--- config.mk ---
export PLATFORM = sky130hd
export DESIGN_NAME = coarse_attenuator_flat
export DESIGN_NICKNAME = d
export VERILOG_FILES = /design/src/rtl/coarse_attenuator_if.sv /design/src/rtl/coarse_attenuator.sv /design/src/flat_wrapper.sv
export SDC_FILE = /design/constraint.sdc
export NUM_CORES = 1
export LEC_CHECK = 0
export CORE_ASPECT_RATIO = 1.2
export CORE_MARGIN = 3
export CORE_UTILIZATION = 50
export DETAILED_ROUTE_END_ITERATION = 10
export PLACE_DENSITY = 0.77
export SYNTH_ARGS = -nofsm -noshare
export SYNTH_HDL_FRONTEND = slang
export SYNTH_SLANG_ARGS = --single-unit
--- constraint.sdc ---
create_clock -name clk_i -period 3.2 [get_ports clk_i]
set_clock_uncertainty 0.05 [all_clocks]
set_input_delay 0.64 -clock clk_i [delete_from_list [all_inputs] [get_ports clk_i]]
set_output_delay 0.64 -clock clk_i [all_outputs]
set_load 0.02 [all_outputs]
--- src/rtl/coarse_attenuator_if.sv ---
// Sample/control bundle for the coarse attenuator: the source drives samples and
// the shift request, and the attenuator returns shifted samples plus its status.
`timescale 1ns/1ps

interface coarse_attenuator_if #(
  parameter int WIDTH = 16
);
  logic signed [WIDTH-1:0] data_i;
  logic                    valid_i;
  logic [2:0]              adj_i;
  logic signed [WIDTH-1:0] data_o;
  logic                    valid_o;
  logic [2:0]              adj_active_o;
  logic                    muted_o;

  modport master (
    output data_i, valid_i, adj_i,
    input  data_o, valid_o, adj_active_o, muted_o
  );

  modport slave (
    input  data_i, valid_i, adj_i,
    output data_o, valid_o, adj_active_o, muted_o
  );
endinterface

--- src/rtl/coarse_attenuator.sv ---
// Two-stage signed arithmetic right shift (divide by 2^k, round half up) with a
// muted hand-over window whenever the requested shift changes.
`timescale 1ns/1ps

module coarse_attenuator #(
  parameter int WIDTH        = 16,
  parameter int HOLD_SAMPLES = 8
) (
  input logic               clk_i,
  input logic               rst_i,
  coarse_attenuator_if.slave bus
);

  typedef enum logic {ST_RUN, ST_MUTE} state_e;

  localparam logic [7:0] HOLD = 8'(HOLD_SAMPLES);

  state_e                  state_q;
  logic [2:0]              adj_active_q;
  logic [2:0]              pending_q;
  logic [7:0]              cnt_q;

  logic signed [WIDTH-1:0] s1_data_q;
  logic                    s1_valid_q;
  logic [2:0]              s1_k_q;
  logic                    s1_mute_q;

  logic signed [WIDTH-1:0] data_q;
  logic                    valid_q;

  logic [WIDTH:0]          rnd_d;
  logic signed [WIDTH:0]   sum_d;
  logic signed [WIDTH-1:0] data_d;

  // Shift-control FSM. The counter only advances on valid samples, so the mute
  // window is measured in samples rather than clock cycles.
  // NOTE: sequential state uses non-blocking assignments so every register
  // samples pre-edge values, and reset is synchronous (checked inside the edge).
  always_ff @(posedge clk_i) begin
    if (rst_i) begin
      state_q      <= ST_RUN;
      adj_active_q <= '0;
      pending_q    <= '0;
      cnt_q        <= '0;
    end else begin
      case (state_q)
        ST_RUN: begin
          if (bus.adj_i != adj_active_q) begin
            if (HOLD_SAMPLES > 0) begin
              state_q   <= ST_MUTE;
              cnt_q     <= HOLD;
              pending_q <= bus.adj_i;
            end else begin
              adj_active_q <= bus.adj_i;
            end
          end
        end
        ST_MUTE: begin
          if (bus.adj_i != pending_q) begin
            pending_q <= bus.adj_i;
            cnt_q     <= HOLD;
          end else if (bus.valid_i) begin
            cnt_q <= cnt_q - 8'd1;
            if (cnt_q == 8'd1) begin
              adj_active_q <= pending_q;
              state_q      <= ST_RUN;
            end
          end
        end
        default: state_q <= ST_RUN;
      endcase
    end
  end

  // Rounding constant 2^(k-1) is added in WIDTH+1 bits so the sum cannot wrap.
  // NOTE: every always_comb output gets a default first so no latch is inferred.
  always_comb begin
    rnd_d = '0;
    if (s1_k_q != 3'd0) begin
      rnd_d = (WIDTH+1)'(1) << (s1_k_q - 3'd1);
    end
    sum_d  = {s1_data_q[WIDTH-1], s1_data_q} + $signed(rnd_d);
    data_d = s1_mute_q ? '0 : WIDTH'(sum_d >>> s1_k_q);
  end

  always_ff @(posedge clk_i) begin
    if (rst_i) begin
      s1_data_q  <= '0;
      s1_valid_q <= 1'b0;
      s1_k_q     <= '0;
      s1_mute_q  <= 1'b0;
      data_q     <= '0;
      valid_q    <= 1'b0;
    end else begin
      s1_data_q  <= bus.data_i;
      s1_valid_q <= bus.valid_i;
      s1_k_q     <= adj_active_q;
      s1_mute_q  <= (state_q == ST_MUTE);
      valid_q    <= s1_valid_q;
      if (s1_valid_q) begin
        data_q <= data_d;
      end
    end
  end

  assign bus.data_o       = data_q;
  assign bus.valid_o      = valid_q;
  assign bus.adj_active_o = adj_active_q;
  assign bus.muted_o      = (state_q == ST_MUTE);

endmodule

--- src/flat_wrapper.sv ---
// flat-port wrapper written by rule: the top's interface ports become plain ports
module coarse_attenuator_flat 
#(
  parameter int WIDTH        = 16,
  parameter int HOLD_SAMPLES = 8
)
  (clk_i, rst_i, bus_data_i, bus_valid_i, bus_adj_i, bus_data_o, bus_valid_o, bus_adj_active_o, bus_muted_o);
  coarse_attenuator_if #(.WIDTH(WIDTH)) bus_i ();
  input logic clk_i;
  input logic rst_i;
  input wire logic [$bits(bus_i.data_i)-1:0] bus_data_i;
  input wire logic [$bits(bus_i.valid_i)-1:0] bus_valid_i;
  input wire logic [$bits(bus_i.adj_i)-1:0] bus_adj_i;
  output wire logic [$bits(bus_i.data_o)-1:0] bus_data_o;
  output wire logic [$bits(bus_i.valid_o)-1:0] bus_valid_o;
  output wire logic [$bits(bus_i.adj_active_o)-1:0] bus_adj_active_o;
  output wire logic [$bits(bus_i.muted_o)-1:0] bus_muted_o;
  assign bus_i.data_i = bus_data_i;
  assign bus_i.valid_i = bus_valid_i;
  assign bus_i.adj_i = bus_adj_i;
  assign bus_data_o = bus_i.data_o;
  assign bus_valid_o = bus_i.valid_o;
  assign bus_adj_active_o = bus_i.adj_active_o;
  assign bus_muted_o = bus_i.muted_o;
  coarse_attenuator #(.WIDTH(WIDTH), .HOLD_SAMPLES(HOLD_SAMPLES)) u_core (.clk_i(clk_i), .rst_i(rst_i), .bus(bus_i));
endmodule
==> Yosys cells after proc, flatten, opt, wreduce, memory -nomap -nowiden <==
Index checks and enable logic that the tools add are counted.
{ "totals": {"ff_bits": 53} }
{ "op_classes": {"shift": 2, "n_eq_ne": 9, "addsub": 3, "bitwise": 1, "muxes": 18, "n_reduce_logical": 4} }
{ "ops": {"columns": ["cell", "count"], "rows": [
  ["$mux W8", 3],
  ["$mux W3", 6],
  ["$add A17 B17 Y17", 1],
  ["$mux W17", 1],
  ["$shl A1 B3 Y17 const A", 1],
  ["$sshr A17 B3 Y16", 1],
  ["$mux W16", 1],
  ["$pmux W8 S2", 1],
  ["$eq A8 B1 Y1 const B", 1],
  ["$ne A2 B2 Y1 const B", 4],
  ["$sub A8 B1 Y8 const B", 1],
  ["$ne A3 B3 Y1", 2],
  ["$pmux W3 S2", 1],
  ["$mux W1", 4],
  ["$reduce_and A2 Y1", 2],
  ["$reduce_and A4 Y1", 1],
  ["$ne A3 B3 Y1 const B", 1],
  ["$reduce_bool A3 Y1", 1],
  ["$sub A3 B1 Y3 const B", 1],
  ["$ne A2 B1 Y1 const B", 1],
  ["$pmux W1 S2", 1],
  ["$not A1 Y1", 1]
]} }

==> Logic depth before layout (Yosys ltp) <==
{ "logic_depth": {"depth_word": 6, "ltp_mapped": 14} }

==> Least setup slack after synthesis <==
Ideal clock, no wire load.
{ "synth_timing": {"path_type": "register -> register", "from": "reg u_core.s1_k_q[2]", "to": "reg u_core.data_q[5] (netlist: u_core.bus.data_o[5])", "setup_slack_ps": -37, "required_ps": 3067, "period_less_slack_ps": 3237, "path_buffers": 2, "path_stages_with_launch": 13, "t_arrival_ps": 3104, "cell_sequence": "dfxtp_1 > clkbuf_1 > clkbuf_1 > nor2_1 > ha_1 > fa_1 > a211oi_1 > o211ai_2 > nand3_1 > xor2_1 > mux2_4 > mux2_4 > o221ai_1"} }
{ "synth_between": {"elab_chain_cells": 6} }
{ "synth_lines": {"columns": ["element", "line", "rtl"], "rows": [
  ["start, declared", "coarse_attenuator.sv:25", "logic [2:0] s1_k_q;"],
  ["start signal, assigned", "coarse_attenuator.sv:97", "s1_k_q <= adj_active_q;"],
  ["$sub A3 B1 Y3", "coarse_attenuator.sv:80", "rnd_d = (WIDTH+1)'(1) << (s1_k_q - 3'd1);"],
  ["$shl A1 B3 Y17", "coarse_attenuator.sv:80", null],
  ["$mux W17", "coarse_attenuator.sv:79", "if (s1_k_q != 3'd0) begin"],
  ["$add A17 B17 Y17", "coarse_attenuator.sv:82", "sum_d = {s1_data_q[WIDTH-1], s1_data_q} + $signed(rnd_d);"],
  ["$sshr A17 B3 Y16 (*)", "coarse_attenuator.sv:83", "data_d = s1_mute_q ? '0 : WIDTH'(sum_d >>> s1_k_q);"],
  ["$mux W16 (*)", "coarse_attenuator.sv:83", null],
  ["end signal, assigned", "coarse_attenuator.sv:101", "data_q <= data_d;"],
  ["end, declared", "coarse_attenuator.sv:28", "logic signed [WIDTH-1:0] data_q;"]
]} }
Every way passes the cells marked *; elsewhere a longest branch is shown, timed or not.
A chain may end at the register's enable or synchronous reset.

==> Worst setup path in the final report <==
{ "layout_timing": {"from": "reg u_core.s1_k_q[0]", "to": "reg u_core.data_q[8] (netlist: u_core.bus.data_o[8])"} }
The elaborated chain is that of the path after synthesis.

==> out/results.tsv <==
metric	value	unit
rows	30	
synthMuxAreaShare	5.93	%
async_reset_ff_share	0	%
core	0.00582	sq mm
syn_area	0.00308	sq mm
cts-root-buf	clkbuf_8	
start_util	52.9	%
syn_area_per_cell	8.33	sq um
place_hpwl	5680	um
grt_antenna_before_repair	0	
numCtsBuffers	5	
cts_tree	built	
synth_compound_area_share	20.6	%
grt_pass1_wl	12400	um
p_int	1.02	mW
slowest_delay	510	ps
synth_xor_area_share	7.68	%
timing.critical_path.buf_inv	1	
postCtsSetupRepairBufs	0	
wirelength	7220	um
grt_max_degree	37	
stdcell_count	500	
pwr-share-comb	14.2	%
ys.flop_type	dfxtp_1	
syn_inst	370	
critPathLaunchType	flop	
powerDensity	360	mW/mm^2
clockBufferDepth	2	
fin_crit_sh	94.4	%
synth_edf_count	0	
drive_gt1_share	11.2	%
rsz0062_at_grt	false	
required	3340	ps
synth_top_family_by_area	simple AND/OR/NAND/NOR gates	
setup_tns	0	ps
tightest_slew	807	ps
ys_warn_count	0	
ir_drop	0.000297	V
preCtsSetupSlack	42.8	ps
port_buffers	42	
finish.utilization	65.5	%
grt_pass1_vias	2724	
routabilityCongestion	0.916	
path_delay_family	compound AO/OA/AOI/OAI gates	
cp_slowest_cell	or3_1	
p_leak	1.49	nW
antenna_cells	0	
switching_share	25.5	%
synth_cell_types	60	
critPathMaxFanout	6	
timing.fmax	331	MHz
slew_violations	0	
vias	2834	
synth_fa_ha_area_share	4.71	%
min_period	3020	ps
cp.arrival	3160	ps
grtUsageTotal	21.1	%
detail-route-antenna-nets	0	
htreeDepth	2	
endpoint_kind	flop	
cap_violations	0	
synthSimpleGateAreaFrac	22.8	%
crit_chain	buf_4, nand2_1, nor2_1, ha_2, o211ai_2, or3_1, a211o_2, a211oi_2, nor4_2, a31oi_1, o221ai_1	
cts.sinks	53	
setup_ws	180	ps
hp-class	reg2reg	
placed_cells	492	
via_per_inst	5.67	
syn_nets	403	
synthToLayoutAreaGrowth	23.8	%
status	finished clean	
setup_viol	0	
final_nets	452	
ys_seq_area_share	34.4	%
slew_headroom	46.0	%
clkTransAtPathRegs	100	ps
p_clk_share	34.4	%
wl_per_cell	14.4	um
route.detailed.drc	0	
die-area	0.00714	sq mm
criticalPathCategory	reg2reg	
die_w	77.7	um
gr-total-overflow	0	
switchingPower	350	uW
num-fill-cells	509	
drtPass1Iterations	4	
power	1.37	mW
clk-insertion-delay-late	310	ps
ys_ff_latch	53	
pin_count	43	
seq_power_share	51.4	%
die_y	92.0	um
drtIter0Drc	135	
hold_viol	0	
## final timing paths
check	start	end	slack [ps]	depth (start not counted)
hold reg to reg	u_core.bus.data_o[15]	u_core.bus.data_o[15]	410	2
setup reg to reg	u_core.s1_k_q[0]	u_core.bus.data_o[8]	180	11
hold / removal	u_core.bus.data_o[15]	u_core.bus.data_o[15]	410	2
setup / recovery	u_core.s1_k_q[0]	u_core.bus.data_o[8]	180	11
## area by class of cell
cell class | instances | area (sq um) | area share [%]
Clock buffer | 5 | 68.8 | 1.80
Clock inverter | 3 | 50.0 | 1.31
Inverter | 11 | 41.3 | 1.08
Multi-Input combinational cell | 289 | 1940 | 50.9
Sequential cell | 53 | 1060 | 27.9
Tap cell | 80 | 100 | 2.62
Timing Repair Buffer | 59 | 548 | 14.4
## cells in the mapped netlist, types with 3 or more instances
library cell,count,share of area (%)
o211ai_1,6,1.5
xnor2_1,17,4.8
nand3_1,10,1.6
a211o_1,3,0.85
a211oi_1,6,1.5
a21oi_1,22,3.6
a21o_1,4,0.97
nand2_1,34,4.1
dfxtp_1,53,34
inv_1,10,1.2
nor2_1,46,5.6
or3_1,7,1.4
ha_1,10,4.1
mux2i_1,13,4.2
clkbuf_1,15,1.8
and2_1,3,0.61
nor4_1,5,1.0
xor2_1,10,2.8
o221ai_1,5,1.4
and3_1,3,0.61
nor2b_1,20,4.1
o21ai_0,13,2.1
nor3_1,6,0.97
## power groups by stage
stage	sequential [mW]	clock, mW	combinational, mW
final	0.706	0.472	0.195
after global placement	0.720	0	0.189
after CTS	0.705	0.484	0.194
after floorplan	0.724	0	0.115
after detailed placement	0.721	0	0.193
after global routing	0.710	0.515	0.215
## sequential cells by signal (all words and copies together) (netlist names)
register and count:
u_core.bus.data_o 16, u_core.s1_data_q 16, u_core.cnt_q 8, u_core.bus.adj_active_o 3, u_core.pending_q 3, u_core.s1_k_q 3
u_core.bus.muted_o 1, u_core.bus.valid_o 1, u_core.s1_mute_q 1, u_core.s1_valid_q 1
## worst reg2reg max path, cell delays in order (launching register included)
cell	delay [ps]
dfxtp_2	410
buf_4	170
nand2_1	90
nor2_1	140
ha_2	270
o211ai_2	130
or3_1	510
a211o_2	390
a211oi_2	290
nor4_2	100
a31oi_1	200
o221ai_1	150
## per-layer routing
| metal | up-vias | GRT usage, % | wire length [um] |
|---|---|---|---|
| met5 | - | 0 | 0 |
| met1 | 1322 | 25.9 | 3100 |
| met3 | 14 | 3.44 | 347 |
| met2 | 80 | 37.1 | 3620 |
| met4 | 0 | 7.27 | 144 |
| li1 | 1418 | - | - |
## stage by stage
step           cell area (sq um)  hold slack, ps
3_3_place_gp                3660             392
4_1_cts                     3780             414
5_1_grt                     3810             436
6_report                    3810             407
3_5_place_dp                3660             400
2_1_floorplan               3080             410
## cell usage in the layout, fill, tap and decap left out, types with 4 or more instances in the layout
| cell type | synthesis | routed |
|---|---|---|
| nand3_1 | 10 | 10 |
| nor4_1 | 5 | 4 |
| o21ai_0 | 13 | 13 |
| a21o_1 | 4 | 4 |
| o221ai_1 | 5 | 5 |
| dfxtp_1 | 53 | 51 |
| nor3_1 | 6 | 6 |
| clkbuf_8 | 0 | 5 |
| a21oi_1 | 22 | 21 |
| xnor2_1 | 17 | 17 |
| nor2b_1 | 20 | 20 |
| mux2i_1 | 13 | 13 |
| inv_1 | 10 | 10 |
| xor2_1 | 10 | 10 |
| buf_4 | 0 | 17 |
| or3_1 | 7 | 7 |
| clkdlybuf4s50_1 | 0 | 42 |
| nor2_1 | 46 | 46 |
| a211oi_2 | 1 | 4 |
| nand2_1 | 34 | 34 |
| ha_1 | 10 | 9 |
| o211ai_1 | 6 | 6 |
## what timing repair did
item,in CTS,in global routing
hold buffers,0,0
setup endpoints to repair,0,16
resized for setup,0,9
## cells by family after synthesis
group / Yosys count
adders and majority gates: 11
and+or+nand+nor: 145
xor gates and xnor gates: 27
AOI/OAI and AO/OA: 89
muxes: 16
DFF: 53
other: 1
buffers and inverters: 28
Note: power is estimated with default switching activity, not from simulation.
